File: src/rtl/dff_bank_pkg.sv
// dff_bank_pkg
//   Shared types and constants for the DFF bank arbiter slice.
//   state_t   : arbiter FSM states
//   HOLD_CW   : width of the cool-down counter (covers 0..15 idle cycles)
//   calc_aw() : register-bank address width for a given depth
package dff_bank_pkg;

  typedef enum logic [1:0] {
    IDLE  = 2'd0,
    GRANT = 2'd1,
    COOL  = 2'd2
  } state_t;

  localparam int HOLD_CW = 4;

  function automatic int calc_aw(input int depth);
    return (depth > 1) ? $clog2(depth) : 1;
  endfunction

endpackage

File: src/rtl/dff_bank_arbiter_if.sv
// dff_bank_arbiter_if
//   Write-side handshake between the requesting control blocks and the arbiter.
//   req   : one level request bit per requester
//   addr  : per-requester target register, slice i = [i*AW +: AW]
//   wdata : per-requester write data, slice i = [i*WIDTH +: WIDTH]
//   gnt   : one-hot grant, one cycle per write
//   done  : one-cycle pulse when the write is committed
//   busy  : arbiter is not idle
//   master modport = requester side, slave modport = arbiter side.
interface dff_bank_arbiter_if #(
  parameter int NREQ  = 4,
  parameter int WIDTH = 8,
  parameter int DEPTH = 4
);
  import dff_bank_pkg::*;

  localparam int AW = calc_aw(DEPTH);

  logic [NREQ-1:0]       req;
  logic [NREQ*AW-1:0]    addr;
  logic [NREQ*WIDTH-1:0] wdata;
  logic [NREQ-1:0]       gnt;
  logic                  done;
  logic                  busy;

  modport master (output req, addr, wdata, input gnt, done, busy);
  modport slave  (input req, addr, wdata, output gnt, done, busy);

endinterface

File: src/rtl/dff_word.sv
// dff_word
//   One WIDTH-bit register of the shared bank.
//   clk   : rising-edge clock
//   rst_n : asynchronous active-low clear
//   we    : load enable
//   d     : data to load
//   q     : register contents
module dff_word #(
  parameter int WIDTH = 8
) (
  input  logic             clk,
  input  logic             rst_n,
  input  logic             we,
  input  logic [WIDTH-1:0] d,
  output logic [WIDTH-1:0] q
);

  always_ff @(posedge clk or negedge rst_n) begin
    if (!rst_n) begin
      q <= '0;
    end else if (we) begin
      q <= d;
    end
  end

endmodule

File: src/rtl/dff_bank_arbiter.sv
// dff_bank_arbiter
//   Round-robin arbiter sharing a DEPTH x WIDTH register bank among NREQ
//   writers: one write per grant, followed by HOLD_CYC forced idle cycles.
//   clk     : rising-edge clock
//   rst_n   : asynchronous active-low reset
//   bus     : write handshake (req/addr/wdata in, gnt/done/busy out)
//   rd_addr : free-running read select
//   rd_data : bank[rd_addr], straight from the register outputs
module dff_bank_arbiter
  import dff_bank_pkg::*;
#(
  parameter  int NREQ     = 4,
  parameter  int WIDTH    = 8,
  parameter  int DEPTH    = 4,
  parameter  int HOLD_CYC = 2,
  localparam int AW       = calc_aw(DEPTH)
) (
  input  logic             clk,
  input  logic             rst_n,
  dff_bank_arbiter_if.slave bus,
  input  logic [AW-1:0]    rd_addr,
  output logic [WIDTH-1:0] rd_data
);

  localparam int PW = (NREQ > 1) ? $clog2(NREQ) : 1;

  state_t               state;
  logic [PW-1:0]        ptr_q;
  logic [PW-1:0]        win_q;
  logic [NREQ-1:0]      gnt_q;
  logic                 done_q;
  logic                 busy_q;
  logic [HOLD_CW-1:0]   cnt_q;

  logic [PW-1:0]        pick;
  logic [PW-1:0]        scan_idx;
  logic                 found;
  logic [AW-1:0]        wr_addr;
  logic [WIDTH-1:0]     wr_data;
  logic [DEPTH-1:0]     we;
  logic [WIDTH-1:0]     bank_q [DEPTH];

  // Masked priority encoder: first asserted request scanning from the
  // round-robin pointer upward, wrapping at NREQ.
  always_comb begin
    pick     = ptr_q;
    found    = 1'b0;
    scan_idx = '0;
    for (int k = 0; k < NREQ; k++) begin
      scan_idx = PW'((int'(ptr_q) + k) % NREQ);
      if (!found && bus.req[scan_idx]) begin
        pick  = scan_idx;
        found = 1'b1;
      end
    end
  end

  // Address/data of the latched winner are taken live, so the write uses
  // whatever the winner presents at the closing edge of GRANT.
  always_comb begin
    wr_addr = '0;
    wr_data = '0;
    for (int i = 0; i < NREQ; i++) begin
      if (win_q == PW'(i)) begin
        wr_addr = bus.addr[i*AW +: AW];
        wr_data = bus.wdata[i*WIDTH +: WIDTH];
      end
    end
  end

  always_comb begin
    we = '0;
    for (int g = 0; g < DEPTH; g++) begin
      we[g] = (state == GRANT) && (wr_addr == AW'(g));
    end
  end

  for (genvar g = 0; g < DEPTH; g++) begin : g_bank
    dff_word #(.WIDTH(WIDTH)) u_word (
      .clk   (clk),
      .rst_n (rst_n),
      .we    (we[g]),
      .d     (wr_data),
      .q     (bank_q[g])
    );
  end

  assign rd_data = bank_q[rd_addr];

  // Arbiter FSM; gnt/done/busy are registered alongside the state so they
  // line up exactly with the GRANT cycle and the cycle after it.
  always_ff @(posedge clk or negedge rst_n) begin
    if (!rst_n) begin
      state  <= IDLE;
      ptr_q  <= '0;
      win_q  <= '0;
      gnt_q  <= '0;
      done_q <= 1'b0;
      busy_q <= 1'b0;
      cnt_q  <= '0;
    end else begin
      done_q <= 1'b0;
      case (state)
        IDLE: begin
          if (|bus.req) begin
            win_q  <= pick;
            gnt_q  <= NREQ'(1) << pick;
            busy_q <= 1'b1;
            state  <= GRANT;
          end
        end
        GRANT: begin
          gnt_q  <= '0;
          done_q <= 1'b1;
          ptr_q  <= (win_q == PW'(NREQ - 1)) ? '0 : win_q + PW'(1);
          cnt_q  <= '0;
          if (HOLD_CYC > 0) begin
            state <= COOL;
          end else begin
            state  <= IDLE;
            busy_q <= 1'b0;
          end
        end
        COOL: begin
          if (cnt_q == HOLD_CW'(HOLD_CYC - 1)) begin
            state  <= IDLE;
            busy_q <= 1'b0;
            cnt_q  <= '0;
          end else begin
            cnt_q <= cnt_q + HOLD_CW'(1);
          end
        end
        default: begin
          state  <= IDLE;
          busy_q <= 1'b0;
          gnt_q  <= '0;
        end
      endcase
    end
  end

  assign bus.gnt  = gnt_q;
  assign bus.done = done_q;
  assign bus.busy = busy_q;

endmodule

File: src/flat_wrapper.sv
// flat-port wrapper written by rule: the top's interface ports become plain ports
module dff_bank_arbiter_flat import dff_bank_pkg::*;
#(
  parameter  int NREQ     = 4,
  parameter  int WIDTH    = 8,
  parameter  int DEPTH    = 4,
  parameter  int HOLD_CYC = 2,
  localparam int AW       = calc_aw(DEPTH)
)
  (clk, rst_n, rd_addr, rd_data, bus_req, bus_addr, bus_wdata, bus_gnt, bus_done, bus_busy);
  dff_bank_arbiter_if #(.NREQ(NREQ), .WIDTH(WIDTH), .DEPTH(DEPTH)) bus_i ();
  input  logic clk;
  input  logic rst_n;
  input  logic [AW-1:0] rd_addr;
  output logic [WIDTH-1:0] rd_data;
  input wire logic [$bits(bus_i.req)-1:0] bus_req;
  input wire logic [$bits(bus_i.addr)-1:0] bus_addr;
  input wire logic [$bits(bus_i.wdata)-1:0] bus_wdata;
  output wire logic [$bits(bus_i.gnt)-1:0] bus_gnt;
  output wire logic [$bits(bus_i.done)-1:0] bus_done;
  output wire logic [$bits(bus_i.busy)-1:0] bus_busy;
  assign bus_i.req = bus_req;
  assign bus_i.addr = bus_addr;
  assign bus_i.wdata = bus_wdata;
  assign bus_gnt = bus_i.gnt;
  assign bus_done = bus_i.done;
  assign bus_busy = bus_i.busy;
  dff_bank_arbiter #(.NREQ(NREQ), .WIDTH(WIDTH), .DEPTH(DEPTH), .HOLD_CYC(HOLD_CYC)) u_core (.clk(clk), .rst_n(rst_n), .bus(bus_i), .rd_addr(rd_addr), .rd_data(rd_data));
endmodule
File: config.mk
export PLATFORM = sky130hd
export DESIGN_NAME = dff_bank_arbiter_flat
export DESIGN_NICKNAME = d
export VERILOG_FILES = /design/src/rtl/dff_bank_pkg.sv /design/src/rtl/dff_bank_arbiter_if.sv /design/src/rtl/dff_word.sv /design/src/rtl/dff_bank_arbiter.sv /design/src/flat_wrapper.sv
export SDC_FILE = /design/constraint.sdc
export NUM_CORES = 1
export LEC_CHECK = 0
export ABC_CLOCK_PERIOD_IN_PS = 4800
export CORE_MARGIN = 8
export CORE_UTILIZATION = 50
export CTS_CLUSTER_DIAMETER = 120
export CTS_CLUSTER_SIZE = 30
export DETAILED_ROUTE_END_ITERATION = 7
export HOLD_SLACK_MARGIN = 0.15
export PLACE_DENSITY = 0.8
export SKIP_CTS_REPAIR_TIMING = 1
export SYNTH_ARGS = -nofsm -noshare
export SYNTH_HDL_FRONTEND = slang
export SYNTH_SLANG_ARGS = --single-unit
File: constraint.sdc
create_clock -name clk -period 4.8 [get_ports clk]
set_input_delay 0.96 -clock clk [delete_from_list [all_inputs] [get_ports clk]]
set_output_delay 0.96 -clock clk [all_outputs]
set_load 0.05 [all_outputs]
==> key figures, run 1 <==
Outcome
  – Status: finished clean

Placed design
  – Placement Setup Slack: slightly below 700 ps
  – Port buffer count: 61
  – Routability Congestion: between 0.7 and 0.8
  – HPWL Detailed: 4690 µm

Finish
  – Area added between synthesis and finish: 26.5%
  – Nets@finish: ~330
  – Fraction of layout cells with a size suffix above 1: 0.236
  – Ant. Diodes: 0

Global route
  – Global-route wire length before repair: 10200 µm
  – GRT Total Usage: 0.166
  – Vias in the first global route: approximately 2.0k
  – Grt total ovfl: 0
  – Initial antenna violation count: 0
  – Largest net degree at the start of global routing: between 40 and 50

STA
  – Final Max Tran Viols: 0
  – Final hold slack: approximately 500 ps
  – Final setup viols: 0
  – Final period util: 0.849
  – Setup TNS: 0 ps
  – RSZ-0062 raised after global routing: false
  – Worst-Margin Slew: approximately 1100 ps
  – Hold Vio Cnt, Final: 0
  – Max Fclk: around 250 MHz
  – Worst rel slew slack: 0.299
  – Fin crit period: ~4100 ps
  – Skew final: ~6.4 ps
  – Worst Slack Setup Final: approximately 720 ps

Clock network
  – CTS tree: yes
  – Worst skew pair latency: ~300 ps
  – H-Tree Level Count: 2
  – Clock root buffer: clkbuf_8
  – CTS max path bufs: 2
  – CTS clk-pin slew, worst paths: around 80 ps
  – Number of CTS-inserted buffers: 5
  – # clock sinks: 48

Route
  – Final wirelength: approximately 6400 µm
  – Via-to-Cell Ratio: between 5 and 6
  – Drt pass-1 iters: 4
  – Wire per inst: between 15 and 20 µm
  – DRT antenna net count: 0
  – DRC: 0
  – First DRT Iteration DRCs: slightly below 70
  – Vias: a little under 2k

Synthesis
  – Mapped Cells: ~220
  – Synth area leader: dfrtp_1
  – EDFF count, synth: 0
  – Largest family of logic cells by synthesized area: multiplexers
  – Area contributors post-synth: dfrtp_1, mux2_2, mux4_2
  – Top_reg_cell synth: dfrtp_1
  – Adder-Cell Fraction of Synth Area: 0.0419
  – Warnings from Yosys: 0
  – Post-synthesis simple-gate area fraction: 0.0997
  – Yosys top cell area share: 0.447
  – Netlist cell types: 43
  – Net Count, Synth: about 280
  – Mapped Area: about 2700 µm²
  – Post-synthesis sequential area ratio: 0.447
  – Synthesized flop and latch total: 48
  – Async SR Flop Fraction: 1.00
  – Multiplexer share of the synthesized area: 0.237
  – Post-synthesis average cell area: 12.3 µm²
  – XOR/XNOR share of the synthesized area: 0
  – Compound-Gate Fraction of Synth Area: 0.141

Pwr
  – Pwr Density: approximately 650 nW/µm²
  – P_leak: 1.46 nW
  – Max VDD drop: approximately 0.00042 V

Setup path
  – Critical-path cell list: clkdlybuf4s50_1 > mux4_2 > clkdlybuf4s50_1
  – CP startpoint: rd_addr[0]
  – Setup Crit Path Kind: in2out
  – Worst EP arrival: between 3000 and 4000 ps
  – Crit-path most repeated cell: clkdlybuf4s50_1
  – Crit end category: primary output
  – R2r startpoint: u_core.win_q[0]$_DFFE_PN0P_
  – Max incr delay on CP: 850 ps
  – Startpoint Class: primary input
  – Worst path slowest cell: clkdlybuf4s50_1
  – CP Max Fanout: 8
  – Req. time, crit path: about 3800 ps

Floorplan
  – Die height: about 89 µm
  – Full die area: 7970 µm²
  – Core Area: 5140 µm²
  – Die width: just under 90 µm
  – FP Rows: 26
  – # IOs: a little over 60
  – Initial core utilization: 0.522

Worst hold path
  – Worst Hold Class: reg2reg
  – Min-delay src: u_core.cnt_q[3]$_DFFE_PN0P_

Run
  – Max cap viols: 0
==> metrics by stage <==
| step | std cells | total power [mW] | utilization | area (µm²) |
|---|---|---|---|---|
| after floorplan | 218 | 1.66 | - | 2690 |
| after global placement | 338 | 1.95 | 0.646 | 3320 |
| after detailed placement | 338 | 1.99 | 0.646 | 3320 |
| after CTS | 345 | 2.22 | 0.661 | 3400 |
| after global routing | 345 | 2.36 | 0.661 | 3400 |
| final | 345 | 2.20 | 0.661 | 3400 |
==> synth_stat cells, types with 2 or more instances <==
library cell / instances
dfrtp_1: 48
mux2_2: 28
nand2_1: 16
o31ai_1: 11
nor2b_1: 10
ha_1: 9
inv_1: 8
mux2_4: 8
mux4_2: 8
a21oi_1: 7
a221oi_1: 7
o21ai_0: 7
clkbuf_1: 5
nor2_1: 4
a211oi_1: 2
a21bo_2: 2
a22o_1: 2
and3_1: 2
buf_1: 2
buf_2: 2
buf_6: 2
mux2i_1: 2
nand2b_1: 2
nand3b_1: 2
nand3b_2: 2
nor3_1: 2
or2_2: 2
==> placed cells by master, fill, tap and decap left out, drive strengths merged, types with 2 or more instances in the layout <==
cell           Yosys  routed
nand2b             2       2
clkdlybuf4s50      0      60
inv                8       8
or2                2       2
a22oi              2       2
and3               2       2
nand3              2       2
clkbuf             5       6
a21oi              7       7
dfrtp             48      48
a22o               2       2
nand2             16      16
a21bo              2       2
o21ai              8       8
o31ai             11      11
a211oi             2       2
mux2i              2       2
nor2               4       4
nor3               2       2
a221oi             7       7
nor2b             11      11
nand3b             4       4
ha                 9       9
mux4               8       8
mux2              36      36
==> cells by family after synthesis <==
family / Yosys count
AO/OA/AOI/OAI: 49
buffers and inverters: 19
flip-flops: 48
AND/OR/NAND/NOR: 47
multiplexers: 46
adder cells (fa/ha/maj): 9
==> sequential cells by signal, indices dropped and copies added, names as in the netlist <==
register                flops
u_core.g_bank.u_word.q     32
u_core.bus.done             1
u_core.cnt_q                4
u_core.state                2
u_core.win_q                2
u_core.bus.busy             1
u_core.bus.gnt              4
u_core.ptr_q                2
==> power by group <==
group | internal (mW) | switching (mW) | total, mW
combinational | 0.601 | 0.685 | 1.29
clock | 0.0993 | 0.128 | 0.227
sequential | 0.583 | 0.106 | 0.689
total | 1.28 | 0.919 | 2.20
==> final timing paths <==
kind | to | slack [ps] | cells past startpoint
max in group asynchronous | u_core.cnt_q[2]$_DFFE_PN0P_ | 3300 | 1
hold / removal | u_core.cnt_q[3]$_DFFE_PN0P_ | 500 | 1
min in group asynchronous | u_core.g_bank[0].u_word.q[0]$_DFFE_PN0P_ | 840 | 1
setup / recovery | rd_data[5] | 720 | 3
setup reg to reg | u_core.g_bank[2].u_word.q[2]$_DFFE_PN0P_ | 1900 | 6
hold reg to reg | u_core.cnt_q[3]$_DFFE_PN0P_ | 500 | 1
==> critical path, delay by kind of cell <==
| family | cells | cell delay (ps) |
|---|---|---|
| buffers and inverters | 2 | 1570 |
| muxes | 1 | 580 |
==> final cells by class <==
cell class	instances	area, µm²
Sequential cell	48	1200
Tap cell	70	87.6
Inverter	8	30.0
Clock inverter	1	5.00
Timing Repair Buffer	61	606
Clock buffer	6	72.6
Multi-Input combinational cell	151	1400
Fill cell	430	1740
==> metal layers <==
metal | share of wire | global-route usage | vias to the layer above | routed length (µm)
met5 | 0 | 0 | - | 0
met4 | 0.0046 | 0.0272 | 0 | 29
met3 | 0.062 | 0.0441 | 2 | 393
met2 | 0.46 | 0.277 | 55 | 2930
met1 | 0.47 | 0.213 | 945 | 3020
li1 | - | - | 920 | -
(Power assumes the default switching activity.)
==> inputs of run 2 (changes only) <==
ABC_CLOCK_PERIOD_IN_PS = 4250   (was 4800)
clock period = 4.25 ns   (was 4.8 ns; I/O delays follow)
==> key figures, run 2 (synthesis results as in run 1) <==
Outcome
  – Status: finished clean

Route
  – Final wirelength: 6310 µm (-1.1%)
  – First DRT Iteration DRCs: 67 (-1.5%)
  – Via-to-Cell Ratio: 5.53 (-0.76%)
  – DRT antenna net count: 0 (unchanged)
  – Vias: 1913 (-0.47%)
  – Wire per inst: 18.2 µm (-1.4%)
  – Drt pass-1 iters: 4 (unchanged)
  – DRC: 0 (unchanged)

Global route
  – Global-route wire length before repair: 10300 µm (+0.41%)
  – Vias in the first global route: 2053 (+1.7%)
  – Largest net degree at the start of global routing: 49 (unchanged)
  – Grt total ovfl: 0 (unchanged)
  – Initial antenna violation count: 0 (unchanged)
  – GRT Total Usage: 0.168 (+0.00233)

Setup path
  – CP Max Fanout: 8 (unchanged)
  – Reg2reg end: u_core.g_bank[2].u_word.q[2]$_DFFE_PN0P_
  – Worst EP arrival: 2760 ps (-360 ps)
  – Crit end category: primary output
  – Crit-path most repeated cell: clkdlybuf4s50_1
  – Flop2flop setup slack: 1400 ps (-500 ps)
  – Critical-path cell list: clkdlybuf4s50_1 > buf_4 > mux4_2 > clkdlybuf4s50_1
  – Startpoint Class: primary input
  – CP delay by family, top: buffers and inverters
  – Worst path slowest cell: clkdlybuf4s50_1
  – Worst Reg-to-Reg Cells: 6 (unchanged)
  – R2r startpoint: u_core.win_q[0]$_DFFE_PN0P_
  – Crit path buf inv count: 3 (+1)
  – Req. time, crit path: 3400 ps (-440 ps)
  – Max incr delay on CP: 720 ps (-130 ps)
  – Setup Crit Path Kind: in2out

Floorplan
  – FP Rows: 26 (unchanged)
  – Die width: 89.3 µm (unchanged)
  – Core Area: 5140 µm² (unchanged)
  – Full die area: 7970 µm² (unchanged)
  – # IOs: 62 (unchanged)
  – Initial core utilization: 0.522 (unchanged)
  – Die height: 89.3 µm (unchanged)

STA
  – RSZ-0062 raised after global routing: false
  – Final hold slack: 504 ps (+8.67 ps)
  – Worst rel slew slack: 0.307 (+0.00860)
  – Worst Slack Setup Final: 642 ps (-81.2 ps)
  – Final Max Tran Viols: 0 (unchanged)
  – Hold Vio Cnt, Final: 0 (unchanged)
  – Final period util: 0.849
  – Max Fclk: 277 MHz
  – Worst-Margin Slew: 1040 ps (-12.9 ps)
  – Skew final: 8.72 ps (+2.29 ps)
  – Fin crit period: 3610 ps
  – Final setup viols: 0 (unchanged)
  – Setup TNS: 0 ps (unchanged)

Clock network
  – Clock root buffer: clkbuf_8
  – Worst skew pair latency: 300 ps (about the same)
  – CTS max path bufs: 2 (unchanged)
  – H-Tree Level Count: 2 (unchanged)
  – Number of CTS-inserted buffers: 5 (unchanged)
  – CTS clk-pin slew, worst paths: 80 ps (about the same)
  – # clock sinks: 48 (unchanged)
  – CTS tree: yes

Worst hold path
  – Hold depth: 1 (unchanged)
  – Hold EP: u_core.cnt_q[3]$_DFFE_PN0P_
  – Worst Hold Class: reg2reg
  – Min-delay src: u_core.cnt_q[3]$_DFFE_PN0P_

Pwr
  – Pwr Density: 732 nW/µm² (+13%)
  – P_leak: 1.47 nW (+0.75%)
  – Max VDD drop: 0.000428 V (+1.5%)

Finish
  – Ant. Diodes: 0 (unchanged)
  – Most frequent cells in the layout: clkdlybuf4s50_1, dfrtp_1, mux2_2
  – Fraction of layout cells with a size suffix above 1: 0.243 (+0.00639)
  – FF/Latch Area: 1200 µm² (unchanged)
  – Max reg flops: 32 (unchanged)
  – Commonest non-fill, non-tap cell in the layout: clkdlybuf4s50_1
  – Area added between synthesis and finish: 27.3%
  – Register with the most flip-flops: u_core.g_bank.u_word.q
  – Fill count: 402 (-6.5%)
  – Multi-input logic area: 1400 µm² (unchanged)
  – Nets@finish: 333 (+0.30%)

Placed design
  – HPWL Detailed: 4720 µm (+0.59%)
  – Routability Congestion: 0.742 (-0.63%)
  – Placement Setup Slack: 635 ps (-39.7 ps)
  – Port buffer count: 61 (unchanged)

Run
  – Max cap viols: 0 (unchanged)
[run 2: cell types whose count changed in the layout (fill, tap and decap cells not counted)]
| cell | previous run | this run |
|---|---|---|
| clkbuf_1 | 1 | 0 |
| clkinv_4 | 0 | 1 |
| clkbuf_8 | 5 | 6 |
| clkinv_2 | 1 | 0 |
| buf_4 | 0 | 1 |
[run 2: how the worst max path moves through the flow]
stage	from	endpoint	cells after the start
floorplan	rd_addr[0]	rd_data[0]	2
finish	rd_addr[0]	rd_data[4]	4
global placement	rd_addr[0]	rd_data[5]	4
global route	rd_addr[0]	rd_data[4]	4
detailed placement	rd_addr[0]	rd_data[4]	4
CTS	rd_addr[0]	rd_data[4]	4
[run 2: routing by layer]
metal  GRT usage  wire length (µm)  share of wire  vias up
met5           0                 0              0        -
met4      0.0423                53         0.0084        0
met3      0.0524               488          0.077        5
met2       0.281              2910           0.46       62
met1       0.205              2850           0.45      924
li1            -                 -              -      922
[run 2: power breakdown]
| part | internal (mW) | leakage [nW] | switching, mW |
|---|---|---|---|
| clock | 0.130 | 0.0473 | 0.146 |
| combinational | 0.679 | 0.817 | 0.772 |
| sequential | 0.658 | 0.610 | 0.118 |
[run 2: metrics by stage]
stage / area (µm²) / cells / power (mW) / utilization
after CTS: 3420 / 346 / 2.53 / 0.665
final: 3420 / 346 / 2.50 / 0.665
after global placement: 3330 / 339 / 2.21 / 0.647
after detailed placement: 3330 / 339 / 2.25 / 0.647
after floorplan: 2690 / 218 / 1.87 / -
after global routing: 3420 / 346 / 2.68 / 0.665
[run 2: cell type report]
cell class | instances | area share
repair buffers | 62 | 0.179
inverters | 8 | 0.00878
well taps | 70 | 0.0256
clock inverters | 1 | 0.00256
flip-flops and latches | 48 | 0.351
multi-input cells | 151 | 0.408
clock buffers | 6 | 0.0242
[run 2: worst register-to-register path, stage by stage (launching register included)]
cell	delay, ps
dfrtp_1	430
ha_1	410
nor2b_2	490
a221o_2	290
a22oi_4	80
or3b_1	660
mux2_4	380
==> inputs of run 3 (changes only) <==
ABC_CLOCK_PERIOD_IN_PS = 3700   (was 4250)
clock period = 3.7 ns   (was 4.25 ns; I/O delays follow)
==> key figures, run 3 (synthesis results as in run 1) <==
Clock network
  – CTS tree: yes
  – Number of CTS-inserted buffers: 5 (unchanged)
  – Clock root buffer: clkbuf_8
  – CTS max path bufs: 2 (unchanged)
  – Worst skew pair latency: 300 ps (about the same)
  – H-Tree Level Count: 2 (unchanged)
  – CTS clk-pin slew, worst paths: 80 ps (about the same)
  – # clock sinks: 48 (unchanged)

STA
  – Worst-Margin Slew: 1050 ps (+8.87 ps)
  – Final period util: 0.784
  – Max Fclk: 345 MHz
  – Setup TNS: 0 ps (unchanged)
  – Final Max Tran Viols: 0 (unchanged)
  – Skew final: 3.61 ps (-5.11 ps)
  – Worst rel slew slack: 0.302 (-0.00592)
  – Hold Vio Cnt, Final: 0 (unchanged)
  – Fin crit period: roughly 2900 ps
  – RSZ-0062 raised after global routing: false
  – Final setup viols: 0 (unchanged)

Setup path
  – Flop2flop setup slack: 1010 ps (-390 ps)
  – Setup Crit Path Kind: in2out
  – CP Max Fanout: 8 (unchanged)
  – Startpoint Class: primary input
  – Req. time, crit path: 2960 ps (-440 ps)
  – Crit end category: primary output
  – Worst EP arrival: 2160 ps (-600 ps)

Pwr
  – Net switching power: 1.20 mW (+15%)
  – P_leak: 1.50 nW (+1.7%)
  – Clock share of power: 0.111 (about the same)
  – Flop pwr share: 0.309 (about the same)
  – Switching share of power: 0.416 (+0.00155)
  – Pwr Total: 2.88 mW (+15%)
  – Combinational share of power: 0.580 (about the same)
  – Pwr Density: 843 nW/µm² (+15%)
  – Max VDD drop: 0.000531 V (+24%)
  – Int Power: 1.68 mW (+15%)

Floorplan
  – # IOs: 62 (unchanged)
  – Die height: 89.3 µm (unchanged)
  – Die width: 89.3 µm (unchanged)
  – Full die area: 7970 µm² (unchanged)
  – FP Rows: 26 (unchanged)
  – Core Area: 5140 µm² (unchanged)
  – Initial core utilization: 0.522 (unchanged)

Route
  – Routed length on met2: 2800 µm (-4.0%)
  – DRT antenna net count: 0 (unchanged)
  – Wire per inst: 18.1 µm (-0.66%)
  – Via-to-Cell Ratio: 5.61 (+1.4%)
  – Vias: 1957 (+2.3%)
  – Met3 WL post-DR: 432 µm (-11%)
  – Drt pass-1 iters: 4 (unchanged)
  – Final wirelength: 6320 µm (+0.21%)
  – First DRT Iteration DRCs: 88 (+31%)
  – Highest routed layer: met4
  – WL met1: 3050 µm (+6.9%)
  – DRC: 0 (unchanged)

Global route
  – Largest net degree at the start of global routing: 49 (unchanged)
  – Initial antenna violation count: 0 (unchanged)
  – GRT Total Usage: 0.167 (-0.000647)
  – Vias in the first global route: 2021 (-1.6%)
  – Grt total ovfl: 0 (unchanged)
  – Global-route wire length before repair: 10200 µm (-0.60%)

Finish
  – Finished Layout Cells: 349 (+0.87%)
  – Commonest non-fill, non-tap cell in the layout: clkdlybuf4s50_1
  – Register with the most flip-flops: u_core.g_bank.u_word.q
  – Most frequent cells in the layout: clkdlybuf4s50_1, dfrtp_1, mux2_2
  – Finished Core Util: 0.664 (-0.000730)
  – Nets@finish: 335 (+0.60%)
  – Area added between synthesis and finish: 27.2%
  – Ant. Diodes: 0 (unchanged)
  – Max reg flops: 32 (unchanged)
  – Fraction of layout cells with a size suffix above 1: 0.280 (+0.0368)

Placed design
  – HPWL Detailed: 4640 µm (-1.8%)
  – Routability Congestion: 0.760 (+2.4%)
  – Cell count after placement: 341 (+0.59%)
  – Port buffer count: 61 (unchanged)

Outcome
  – Status: finished clean

Run
  – Max cap viols: 0 (unchanged)

Worst hold path
  – Worst Hold Class: reg2reg
==> run 3: metrics by stage <==
| step | area (µm²) | setup slack (ps) | hold slack, ps |
|---|---|---|---|
| after CTS | 3410 | 795 | 496 |
| after floorplan | 2690 | 1080 | 444 |
| after detailed placement | 3320 | 804 | 483 |
| after global placement | 3320 | 823 | 475 |
| final | 3410 | 800 | 497 |
| after global routing | 3410 | 748 | 506 |
==> run 3: cell type report <==
type | count | area, µm²
fillers | 411 | 1730
multi-input cells | 151 | 1400
flip-flops and latches | 48 | 1200
repair buffers | 64 | 608
well taps | 70 | 87.6
clock buffers | 6 | 82.6
inverters | 8 | 30.0
clock inverters | 2 | 10.0
==> run 3: power by group through the flow <==
stage	sequential [mW]	clock, mW	combinational (mW)
after detailed placement	0.897	0	1.68
after floorplan	0.959	0	1.19
after CTS	0.888	0.332	1.69
final	0.889	0.320	1.67
after global placement	0.892	0	1.64
after global routing	0.917	0.353	1.81
==> run 3: worst paths after layout <==
check | endpoint | from | depth (start not counted)
setup / recovery | rd_data[4] | rd_addr[0] | 4
hold reg to reg | u_core.cnt_q[3]$_DFFE_PN0P_ | u_core.cnt_q[3]$_DFFE_PN0P_ | 1
setup reg to reg | u_core.g_bank[2].u_word.q[2]$_DFFE_PN0P_ | u_core.win_q[1]$_DFFE_PN0P_ | 9
min in group asynchronous | u_core.g_bank[0].u_word.q[1]$_DFFE_PN0P_ | rst_n | 1
hold / removal | u_core.cnt_q[3]$_DFFE_PN0P_ | u_core.cnt_q[3]$_DFFE_PN0P_ | 1
max in group asynchronous | u_core.g_bank[1].u_word.q[5]$_DFFE_PN0P_ | rst_n | 1
==> run 3: worst max-delay path, cell delays in order <==
cell             delay, ps
clkdlybuf4s50_1        470
buf_4                  210
mux4_2                 530
buf_4                  210
==> run 3: metal layers <==
metal,global-route usage,up-vias
met5,0,-
met4,0.0453,0
met3,0.0450,4
met2,0.266,66
met1,0.219,958
li1,-,929
